<file path="config.mk">
export PLATFORM = sky130hd
export DESIGN_NAME = slave_serial_port
export DESIGN_NICKNAME = d
export VERILOG_FILES = /design/src/rtl/slave_serial_port.sv
export SDC_FILE = /design/constraint.sdc
export NUM_CORES = 1
export LEC_CHECK = 0
export BUFFER_PORTS_ARGS = -buffer_cell sky130_fd_sc_hd__buf_2
export CAP_MARGIN = 0
export CORE_MARGIN = 5
export CORE_UTILIZATION = 67
export CTS_CLUSTER_DIAMETER = 150
export DETAILED_ROUTE_END_ITERATION = 8
export HOLD_SLACK_MARGIN = 0.03
export PLACE_DENSITY = 0.84
export SETUP_SLACK_MARGIN = 0.3
export SYNTH_ARGS = -nofsm -noshare
export SYNTH_HDL_FRONTEND = slang
export SYNTH_SLANG_ARGS = --single-unit
</file>
<file path="constraint.sdc">
create_clock -name clk -period 5 [get_ports clk]
set_input_delay 0.5 -clock clk [delete_from_list [all_inputs] [get_ports clk]]
set_output_delay 0.5 -clock clk [all_outputs]
set_load 0.005 [all_outputs]
</file>
<file path="src/rtl/slave_serial_port.sv">
// Slave serial endpoint: deserializes bus requests into register-file reads/writes and returns an ack/data frame.
// Latency: response start bit TURN+1 cycles after the request stop bit; no backpressure, busy=1 at stop yields a nack.
module slave_serial_port #(
    parameter int ADDR_W = 4,
    parameter int DATA_W = 8,
    parameter int TURN   = 2
) (
    input  logic              clk,
    input  logic              rst,
    input  logic              rx,
    output logic              tx,
    input  logic              busy,
    output logic [DATA_W-1:0] wdata,
    output logic [ADDR_W-1:0] waddr,
    output logic              wvalid,
    output logic              frame_err
);
    localparam int DEPTH = 2 ** ADDR_W;
    localparam int CNT_W = 8;

    typedef enum logic [3:0] {
        IDLE, RX_RW, RX_ADDR, RX_DATA, RX_STOP,
        TURN_WAIT, TX_START, TX_ACK, TX_DATA, TX_STOP
    } state_t;

    state_t             r_state, w_next;
    logic [CNT_W-1:0]   r_cnt;
    logic               r_rw, r_ack;
    logic [ADDR_W-1:0]  r_addr;
    logic [DATA_W-1:0]  r_data, r_rdata;
    logic [DATA_W-1:0]  r_mem [DEPTH];
    logic               r_tx, w_tx_next;
    logic [DATA_W-1:0]  r_wdata;
    logic [ADDR_W-1:0]  r_waddr;
    logic               r_wvalid, r_ferr;

    assign tx        = r_tx;
    assign wdata     = r_wdata;
    assign waddr     = r_waddr;
    assign wvalid    = r_wvalid;
    assign frame_err = r_ferr;

    // w_tx_next is the bit the *next* state emits, so registered tx lines up with the state.
    always_comb begin
        w_next    = r_state;
        w_tx_next = 1'b1;
        unique case (r_state)
            IDLE:      if (!rx) w_next = RX_RW;
            RX_RW:     w_next = RX_ADDR;
            RX_ADDR:   if (r_cnt == CNT_W'(ADDR_W - 1)) w_next = r_rw ? RX_DATA : RX_STOP;
            RX_DATA:   if (r_cnt == CNT_W'(DATA_W - 1)) w_next = RX_STOP;
            RX_STOP:   w_next = rx ? TURN_WAIT : IDLE;
            TURN_WAIT: begin
                if (r_cnt == CNT_W'(TURN - 1)) begin
                    w_next    = TX_START;
                    w_tx_next = 1'b0;
                end
            end
            TX_START: begin
                w_next    = TX_ACK;
                w_tx_next = r_ack;
            end
            TX_ACK: begin
                if (!r_rw && r_ack) begin
                    w_next    = TX_DATA;
                    w_tx_next = r_rdata[0];
                end else begin
                    w_next = TX_STOP;
                end
            end
            TX_DATA: begin
                if (r_cnt == CNT_W'(DATA_W - 1)) w_next = TX_STOP;
                else                             w_tx_next = r_rdata[1];
            end
            TX_STOP:   w_next = IDLE;
            default:   w_next = IDLE;
        endcase
    end

    always_ff @(posedge clk) begin
        if (rst) begin
            r_state  <= IDLE;
            r_cnt    <= '0;
            r_rw     <= 1'b0;
            r_ack    <= 1'b0;
            r_addr   <= '0;
            r_data   <= '0;
            r_rdata  <= '0;
            r_tx     <= 1'b1;
            r_wdata  <= '0;
            r_waddr  <= '0;
            r_wvalid <= 1'b0;
            r_ferr   <= 1'b0;
            for (int i = 0; i < DEPTH; i++) r_mem[i] <= '0;
        end else begin
            r_state  <= w_next;
            r_tx     <= w_tx_next;
            r_wvalid <= 1'b0;
            r_ferr   <= 1'b0;
            r_cnt    <= (w_next != r_state) ? '0 : r_cnt + CNT_W'(1);
            unique case (r_state)
                RX_RW:   r_rw   <= rx;
                RX_ADDR: r_addr <= {rx, r_addr[ADDR_W-1:1]};
                RX_DATA: r_data <= {rx, r_data[DATA_W-1:1]};
                RX_STOP: begin
                    if (!rx) begin
                        r_ferr <= 1'b1;
                    end else begin
                        // Read data is snapshotted here so the response reflects this frame's view.
                        r_ack   <= ~busy;
                        r_rdata <= r_mem[r_addr];
                        if (r_rw && !busy) begin
                            r_mem[r_addr] <= r_data;
                            r_wdata       <= r_data;
                            r_waddr       <= r_addr;
                            r_wvalid      <= 1'b1;
                        end
                    end
                end
                TX_DATA: r_rdata <= r_rdata >> 1;
                default: ;
            endcase
        end
    end
endmodule

</file>
### Word-level counts from Yosys, hierarchy flattened

Memories as Yosys holds them, arrays and structs flattened. A register that Yosys moved wholly into a read port is not among the register bits.
Cells that the tools add are included.

* register bits: 49
* RAM bits: 128
* bits of input ports: 4
* memories kept: 1

Memory list
* r_mem: words 16, width 8, rd ports 1, clocked after Yosys merged registers in 1, write ports 16, line 31 `logic [DATA_W-1:0] r_mem [DEPTH];`

* add/sub/neg operators: 1
* equality and inequality tests: 13
* multiplexer cells: 28
* bitwise gates (word level): 2
* reductions and logical operators: 12

Operators by type and width (number)
* one-hot mux 4 bit (9 select lines): 1
* two-way mux 4 bit: 8
* equality test 4 x 3 -> 1 bit, second input constant: 4
* two-way mux 8 bit: 2
* one-hot mux 8 bit (2 select lines): 1
* two-way mux 1 bit: 13
* adder 8 x 1 -> 8 bit, second input constant: 1
* equality test 4 x 2 -> 1 bit, second input constant: 2
* equality test 8 x 1 -> 1 bit, second input constant: 1
* equality test 8 x 2 -> 1 bit, second input constant: 1
* equality test 8 x 3 -> 1 bit, second input constant: 1
* OR reduction 8 bit: 1
* two-way mux 3 bit: 2
* equality test 4 x 1 -> 1 bit, second input constant: 1
* equality test 4 bit, second input constant: 1
* zero test 4 bit: 1
* != test 4 bit: 1
* one-hot mux 1 bit (4 select lines): 1
* AND reduction 2 bit: 2
* OR reduction 2 bit: 2
* AND reduction 3 bit: 1
* logical AND 1 bit: 2
* zero test 1 bit: 2
* != test 2 bit, second input constant: 1
* other kinds (2): 3

### Depth between registers and ports, before layout

Gate-level depths: netlist of run 1.

* word-level depth: 9
* gate-level depth with buffers: 9

### Least setup slack after synthesis of run 1

OpenSTA, ideal clock, no wires.

* path type: flip-flop to flip-flop
* start: reg r_state[2]
* end: mem r_mem[0][0], enable pin
* library setup time: 329 ps
* data arrival time: 1875 ps
* required time: 4671 ps
* path slack: 2796 ps
* stages on the path, launching flop included: 9
* cell sequence: dfxtp_1 -> buf_4 -> and2b_1 -> buf_4 -> nand3_4 -> or3_4 -> buf_6 -> nor4_4 -> or2_1

RTL lines
* from (decl): line 26 `state_t r_state, w_next;`
* from (signal assigned): line 96 `r_state <= w_next;`
* to (decl): line 31

==> reports/metrics.cfg, run 1 <==
[setup_path]
setup.worst_path.class = reg2reg
worstPathArrival_ns = 3.09
path_max_fanout = 29
worst_setup_startpoint = r_state[2]$_SDFF_PP0_
worstReg2RegStart = r_state[2]$_SDFF_PP0_
r2r_setup_slack_ns = 2.01
cp_slowest_cell = sky130_fd_sc_hd__dfxtp_1
required_time_of_the_critical_path_ns = 5.10
endpoint_kind = flip-flop
r2r.worst_path.cells = 5
timing.critical_path.cells = and2b_1, nand3_4, or3_4, nor4_4, or2_1
worst_r2r_endpoint = r_mem[4][3]$_SDFFCE_PN0P_
worst_setup_path_endpoint = r_mem[4][3]$_SDFFCE_PN0P_
max_stage_delay_ns = 0.64
cp-start-kind = flip-flop

[yosys]
ys_dominant_reg_cell = sky130_fd_sc_hd__edfxtp_1
synthesized_cell_area_sq_um = 8559
synth-seq-area-share_pct = 57.30
post_synth_num_cell_types = 61
share_of_synthesized_flip_flops_with_an_asynchronous_set_or_reset_pct = 0
synth.ff_latch_count = 181
synth_edf_count = 128
syn-num-nets = 687
post_synth.cell_area_avg_sq_um = 12.57
syn_inst = 681
synth-warning-count = 0

[place]
port_buffers = 18
total_placed_instance_area_sq_um = 8632
place.detailed.hpwl_um = 12910
pre_cts_slack_ns = 2.067
final_estimated_routing_congestion_in_global_placement = 0.8594

[route]
drt_first_pass_iters = 5
drcViolationCount = 0
routed_wire_length_per_instance_um = 23.14
detail_route.iter0.violations = 743
antenna_violating_nets_post_route = 0
detail_route.vias_per_cell = 6.469
detailroute.via_count = 5518
routed_wl_um = 19740

[die]
core_region_area_sq_um = 12570
die_x_um = 123.0
die_h_um = 123.0
starting_density_of_the_core_pct = 68.10
die-area_sq_um = 15140
std_cell_rows = 41
top_level_ports = 19

[clock_tree]
tritoncts.num_buffers = 17
post_cts_hold_buffer_count = 0
clock_tree.htree_level_count = 4
clock_sink_count = 181
clkTransAtPathRegs_ns = 0.07
cts.repair.resized = 0
cts_root_buffer = sky130_fd_sc_hd__clkbuf_16
clock_tree_from_tritoncts = built
cts_post_setup_buffers_inserted = 0
clk_path_buf_depth = 2
insertion_delay_ns = 0.43

[cells_and_area]
finish.instance_area_sq_um = 9224
finish.net_count = 674
syn_to_final_growth_pct = 7.762
share_of_cells_above_drive_strength_1_pct = 17.33
diodes = 0

[timing]
slew_violations = 0
timing.final.crit_period_ns = 2.989
fin_worst_skew_ns = 0.006596
max_freq_ghz = 0.3345
timing_worst_slew_pin_value_ns = 1.107
final_min_period_over_clock_period_pct = 59.79
totalNegativeSetupSlack_ns = 0
hold_viol_final = 0
timing.slew.headroom_pct = 26.22
finalSetupViolCount = 0
final_worst_slack_ns = 2.011
rsz0062_at_grt = no

[grt]
first_global_vias = 5355
grt_max_degree = 60
grt_antenna_before_repair = 0
globalRouteOverflowTotal = 0
track_usage_pct = 28.24
grt_pass1_wl_um = 30910

[run_status]
status = finished clean

[power]
power_density_nw_per_um2 = 338.5
p_leak_nw = 3.270
design_power_total_w = 0.003122
vdd.ir_drop.worst_v = 0.0002537

[worst_hold_path]
min_path_type = in2reg

[job]
drv.max_cap_violation_count = 0

Yosys cell counts, types with 5 or more instances:
master | number | area [sq um]
sky130_fd_sc_hd__mux2i_1 | 7 | 70.07
sky130_fd_sc_hd__clkbuf_1 | 29 | 108.9
sky130_fd_sc_hd__or2_1 | 16 | 100.1
sky130_fd_sc_hd__a2111oi_0 | 7 | 61.31
sky130_fd_sc_hd__o21ai_1 | 7 | 35.03
sky130_fd_sc_hd__nand2_1 | 67 | 251.5
sky130_fd_sc_hd__xnor2_1 | 5 | 43.79
sky130_fd_sc_hd__nor2_1 | 22 | 82.58
sky130_fd_sc_hd__nor4_4 | 5 | 106.4
sky130_fd_sc_hd__a21oi_1 | 39 | 195.2
sky130_fd_sc_hd__inv_1 | 6 | 22.52
sky130_fd_sc_hd__edfxtp_1 | 128 | 3844
sky130_fd_sc_hd__buf_4 | 6 | 45.04
sky130_fd_sc_hd__buf_1 | 7 | 26.28
sky130_fd_sc_hd__and2_1 | 128 | 800.8
sky130_fd_sc_hd__dfxtp_1 | 53 | 1061
sky130_fd_sc_hd__mux4_2 | 32 | 720.7
sky130_fd_sc_hd__nand3_1 | 18 | 90.09
sky130_fd_sc_hd__nor3_4 | 12 | 195.2
sky130_fd_sc_hd__mux2_2 | 6 | 67.56
sky130_fd_sc_hd__nor3_1 | 11 | 55.05
sky130_fd_sc_hd__buf_2 | 7 | 35.03
metal layers:
layer | vias to the layer above | share of wire [%] | GRT usage, %
met5 | - | 0 | 0
met4 | 0 | 2.6 | 10.31
met3 | 46 | 9.6 | 5.535
met2 | 272 | 49 | 45.54
met1 | 2755 | 39 | 38.75
li1 | 2445 | - | -
worst max-delay path, delay by kind of cell, from the launching register on:
family / cells / cell delay, ns
DFF: 1 / 0.64
and+or+nand+nor: 5 / 1.97
final cells by class:
| class | count | area, sq um |
|---|---|---|
| multi-input cells | 442 | 3383 |
| fillers | 774 | 3344 |
| inverters | 6 | 22.52 |
| clock buffers | 19 | 432.9 |
| clock inverters | 13 | 158.9 |
| repair buffers | 20 | 105.1 |
| well taps | 172 | 215.2 |
| flip-flops and latches | 181 | 4906 |
per-stage QoR:
stage / utilization (%) / hold slack (ns) / cells
final: 73.39 / 0.2820 / 853
after global routing: 73.39 / 0.2987 / 853
after CTS: 73.39 / 0.2722 / 853
after detailed placement: 68.68 / 0.4508 / 821
after global placement: 68.68 / 0.4417 / 821
after floorplan: - / 0.4483 / 681
state kept, by name, indices dropped and copies added (netlist names), 4 cells and up, named ones only:
name     count
r_cnt        8
r_rdata      8
r_mem      128
waddr        4
r_addr       4
wdata        8
r_data       8
r_state      4
where the power goes:
part	internal (W)	leakage [nW]	total, W	switching, W
registers	0.00164	1.75	0.00167	0.0000338
clock network	0.000783	0.273	0.00134	0.000556
logic	0.0000406	1.25	0.000109	0.0000689
total	0.00246	3.27	0.00312	0.000659
kinds of logic (layout without fill, tap and decap cells):
kind of cell    Yosys count  count (layout)  synth area share (%)
compound gates           79              79                 5.920
xor+xnor                  6               6                0.6139
simple gates            310             310                 22.67
flops                   181             181                 57.30
fa+ha+maj                 2               2                0.2923
mux                      45              45                 10.03
buf+inv                  58              58                 3.172
cells in the final DEF, fill, tap and decap left out, drive strengths merged, types with 7 or more instances in the layout:
master and instances:
nor3 25, o21ai 11, a2111oi 7, buf 20, mux4 32, or2 16
mux2i 7, nand3 19, clkbuf 19, dfxtp 53, edfxtp 128, a21oi 39
nor2 23, nand2 67, and2 128
how the worst min path moves through the flow:
stage | from | end | slack [ns] | depth (start not counted)
after floorplan | r_rdata[7]$_SDFFE_PP0P_ | r_rdata[7]$_SDFFE_PP0P_ | 0.45 | 2
after global placement | wdata[5]$_SDFFE_PP0P_ | wdata[5]$_SDFFE_PP0P_ | 0.44 | 2
after detailed placement | wdata[1]$_SDFFE_PP0P_ | wdata[1]$_SDFFE_PP0P_ | 0.45 | 2
after CTS | busy | r_ack$_SDFFE_PP0P_ | 0.27 | 2
after global routing | busy | r_ack$_SDFFE_PP0P_ | 0.30 | 2
final | busy | r_ack$_SDFFE_PP0P_ | 0.28 | 2
No activity file was read; power rests on OpenSTA's default activity.
==> inputs of run 2 (changes only) <==
- CORE_UTILIZATION: 67 -> 63
- PLACE_DENSITY: 0.84 -> 0.8
- clock period: 5 -> 3.13 ns (I/O delays scaled with it)
==> reports/metrics.cfg, run 2 (same netlist as run 1, synthesis figures left out) <==
[timing]
totalNegativeSetupSlack_ns = 0  ; unchanged
timing.final.crit_period_ns = 2.697  ; -0.2925 ns
fin_hold_ws_ns = 0.1120  ; -0.1700 ns
slew_violations = 0  ; unchanged
finalSetupViolCount = 0  ; unchanged
timing.slew.headroom_pct = 34.75  ; +8.5 points
hold_viol_final = 0  ; unchanged
final_min_period_over_clock_period_pct = 86.16  ; +26 points
timing_worst_slew_pin_value_ns = 0.9774  ; -0.1293 ns
rsz0062_at_grt = no
max_freq_ghz = 0.3708  ; +11%
fin_worst_skew_ns = 0.009986  ; +0.003390 ns

[cells_and_area]
regMostFlops = r_mem
finish.cell_count_without_fillers = 864  ; +1.3%
largest_register_ffs = 128  ; unchanged
layout.cells.most_common_list = sky130_fd_sc_hd__and2_1, sky130_fd_sc_hd__edfxtp_1, sky130_fd_sc_hd__nand2_1
share_of_cells_above_drive_strength_1_pct = 18.75  ; +1.4 points
finish.net_count = 681  ; +1.0%
diodes = 0  ; unchanged
syn_to_final_growth_pct = 8.420

[clock_tree]
insertion_delay_ns = 0.43  ; about the same
tritoncts.num_buffers = 17  ; unchanged
cts_root_buffer = sky130_fd_sc_hd__clkbuf_16
post_cts_hold_buffer_count = 0  ; unchanged
clock_tree.htree_level_count = 4  ; unchanged
clock_tree_from_tritoncts = built
clkTransAtPathRegs_ns = 0.06  ; about the same
clock_sink_count = 181  ; unchanged
clk_path_buf_depth = 2  ; unchanged

[route]
detail_route.iter0.violations = 615  ; -17%
drt_first_pass_iters = 6  ; +1
routed_wl_um = 19670  ; -0.34%
detailroute.via_count = 5559  ; +0.74%
detail_route.vias_per_cell = 6.434  ; -0.54%
drcViolationCount = 0  ; unchanged
routed_wire_length_per_instance_um = 22.77  ; -1.6%
antenna_violating_nets_post_route = 0  ; unchanged

[setup_path]
setup.worst_path.class = reg2reg
required_time_of_the_critical_path_ns = 3.23  ; -1.87 ns
cp-start-kind = flip-flop
r2r.worst_path.cells = 5  ; unchanged
endpoint_kind = flip-flop
r2r_setup_slack_ns = 0.43  ; -1.58 ns
worst_r2r_endpoint = r_mem[4][0]$_SDFFCE_PN0P_
worstPathArrival_ns = 2.80  ; -0.29 ns
path_max_fanout = 29  ; unchanged
worstReg2RegStart = r_state[0]$_SDFF_PP0_

[place]
port_buffers = 18  ; unchanged
place.detailed.hpwl_um = 12790  ; -0.93%
dp_cells = 832  ; +1.3%
final_estimated_routing_congestion_in_global_placement = 0.8727  ; +1.5%

[grt]
globalRouteOverflowTotal = 0  ; unchanged
grt_max_degree = 42  ; -30%
grt_pass1_wl_um = 29770  ; -3.7%
track_usage_pct = 25.08  ; -3.2 points
first_global_vias = 5242  ; -2.1%
grt_antenna_before_repair = 1  ; +1

[die]
starting_density_of_the_core_pct = 64.38  ; -3.7 points
std_cell_rows = 42  ; +2.4%
die_h_um = 126.6  ; +2.9%
top_level_ports = 19  ; unchanged
die_x_um = 126.6  ; +2.9%
core_region_area_sq_um = 13300  ; +5.8%
die-area_sq_um = 16020  ; +5.8%

[job]
drv.max_cap_violation_count = 0  ; unchanged

[worst_hold_path]
worst_hold_startpoint = busy
min_path_type = in2reg
hold-path-endpoint = r_ack$_SDFFE_PP0P_
min_path_cells = 2  ; unchanged

[power]
vdd.ir_drop.worst_v = 0.0003533  ; +39%
design_power_total_w = 0.004894  ; +57%
power_density_nw_per_um2 = 527.3  ; +56%
p_leak_nw = 3.334  ; +2.0%

[run_status]
status = finished clean

run 2: repair_timing:
item | CTS | global route
endpoints found under the setup margin | 0 | 24
buffers inserted | 0 | 0
resized for setup | 0 | 3
run 2: cell type report:
cell class / count / area (sq um)
Clock buffer: 25 / 531.8
Clock inverter: 7 / 38.79
Fill cell: 927 / 4015
Inverter: 6 / 22.52
Multi-Input combinational cell: 442 / 3391
Sequential cell: 181 / 4906
Tap cell: 176 / 220.2
Timing Repair Buffer: 27 / 170.2
run 2: per-stage QoR:
step | util, % | setup WS, ns | cell area, sq um
2_1_floorplan | - | 0.9260 | 8559
3_3_place_gp | 65.45 | 0.6186 | 8702
3_5_place_dp | 65.45 | 0.4973 | 8702
4_1_cts | 69.74 | 0.4418 | 9273
5_1_grt | 69.80 | 0.3168 | 9280
6_report | 69.80 | 0.4332 | 9280
run 2: how the worst max path moves through the flow:
stage	endpoint	slack (ns)	start	cells after the start
3_3_place_gp	r_mem[5][0]$_SDFFCE_PN0P_	0.62	r_state[0]$_SDFF_PP0_	5
6_report	r_mem[4][0]$_SDFFCE_PN0P_	0.43	r_state[0]$_SDFF_PP0_	5
2_1_floorplan	r_mem[0][0]$_SDFFCE_PN0P_	0.93	r_state[2]$_SDFF_PP0_	8
3_5_place_dp	r_mem[0][2]$_SDFFCE_PN0P_	0.50	r_state[0]$_SDFF_PP0_	5
5_1_grt	r_mem[4][0]$_SDFFCE_PN0P_	0.32	r_state[0]$_SDFF_PP0_	5
4_1_cts	r_mem[0][2]$_SDFFCE_PN0P_	0.44	r_state[0]$_SDFF_PP0_	5
run 2: metal layers:
metal  wire [um]  global-route usage, %  up-vias
li1            -                      -     2460
met1        7849                  32.77     2741
met2        9417                  39.51      298
met3        1693                  6.894       58
met4         671                  11.29        2
met5          39                      0        -
run 2: worst max-delay path, cell delays in order (launching register included):
cell,delay (ns)
sky130_fd_sc_hd__dfxtp_1,0.48
sky130_fd_sc_hd__nor2_2,0.31
sky130_fd_sc_hd__nand3_4,0.13
sky130_fd_sc_hd__or3_4,0.62
sky130_fd_sc_hd__nor4_4,0.44
sky130_fd_sc_hd__or2_1,0.36
run 2: where the power goes:
group          switching, W  leakage (nW)  internal [W]  total (W)
registers         0.0000422          1.75       0.00262    0.00266
logic              0.000123          1.29     0.0000683   0.000191
clock network      0.000860         0.293       0.00118    0.00204
total               0.00103          3.33       0.00387    0.00489
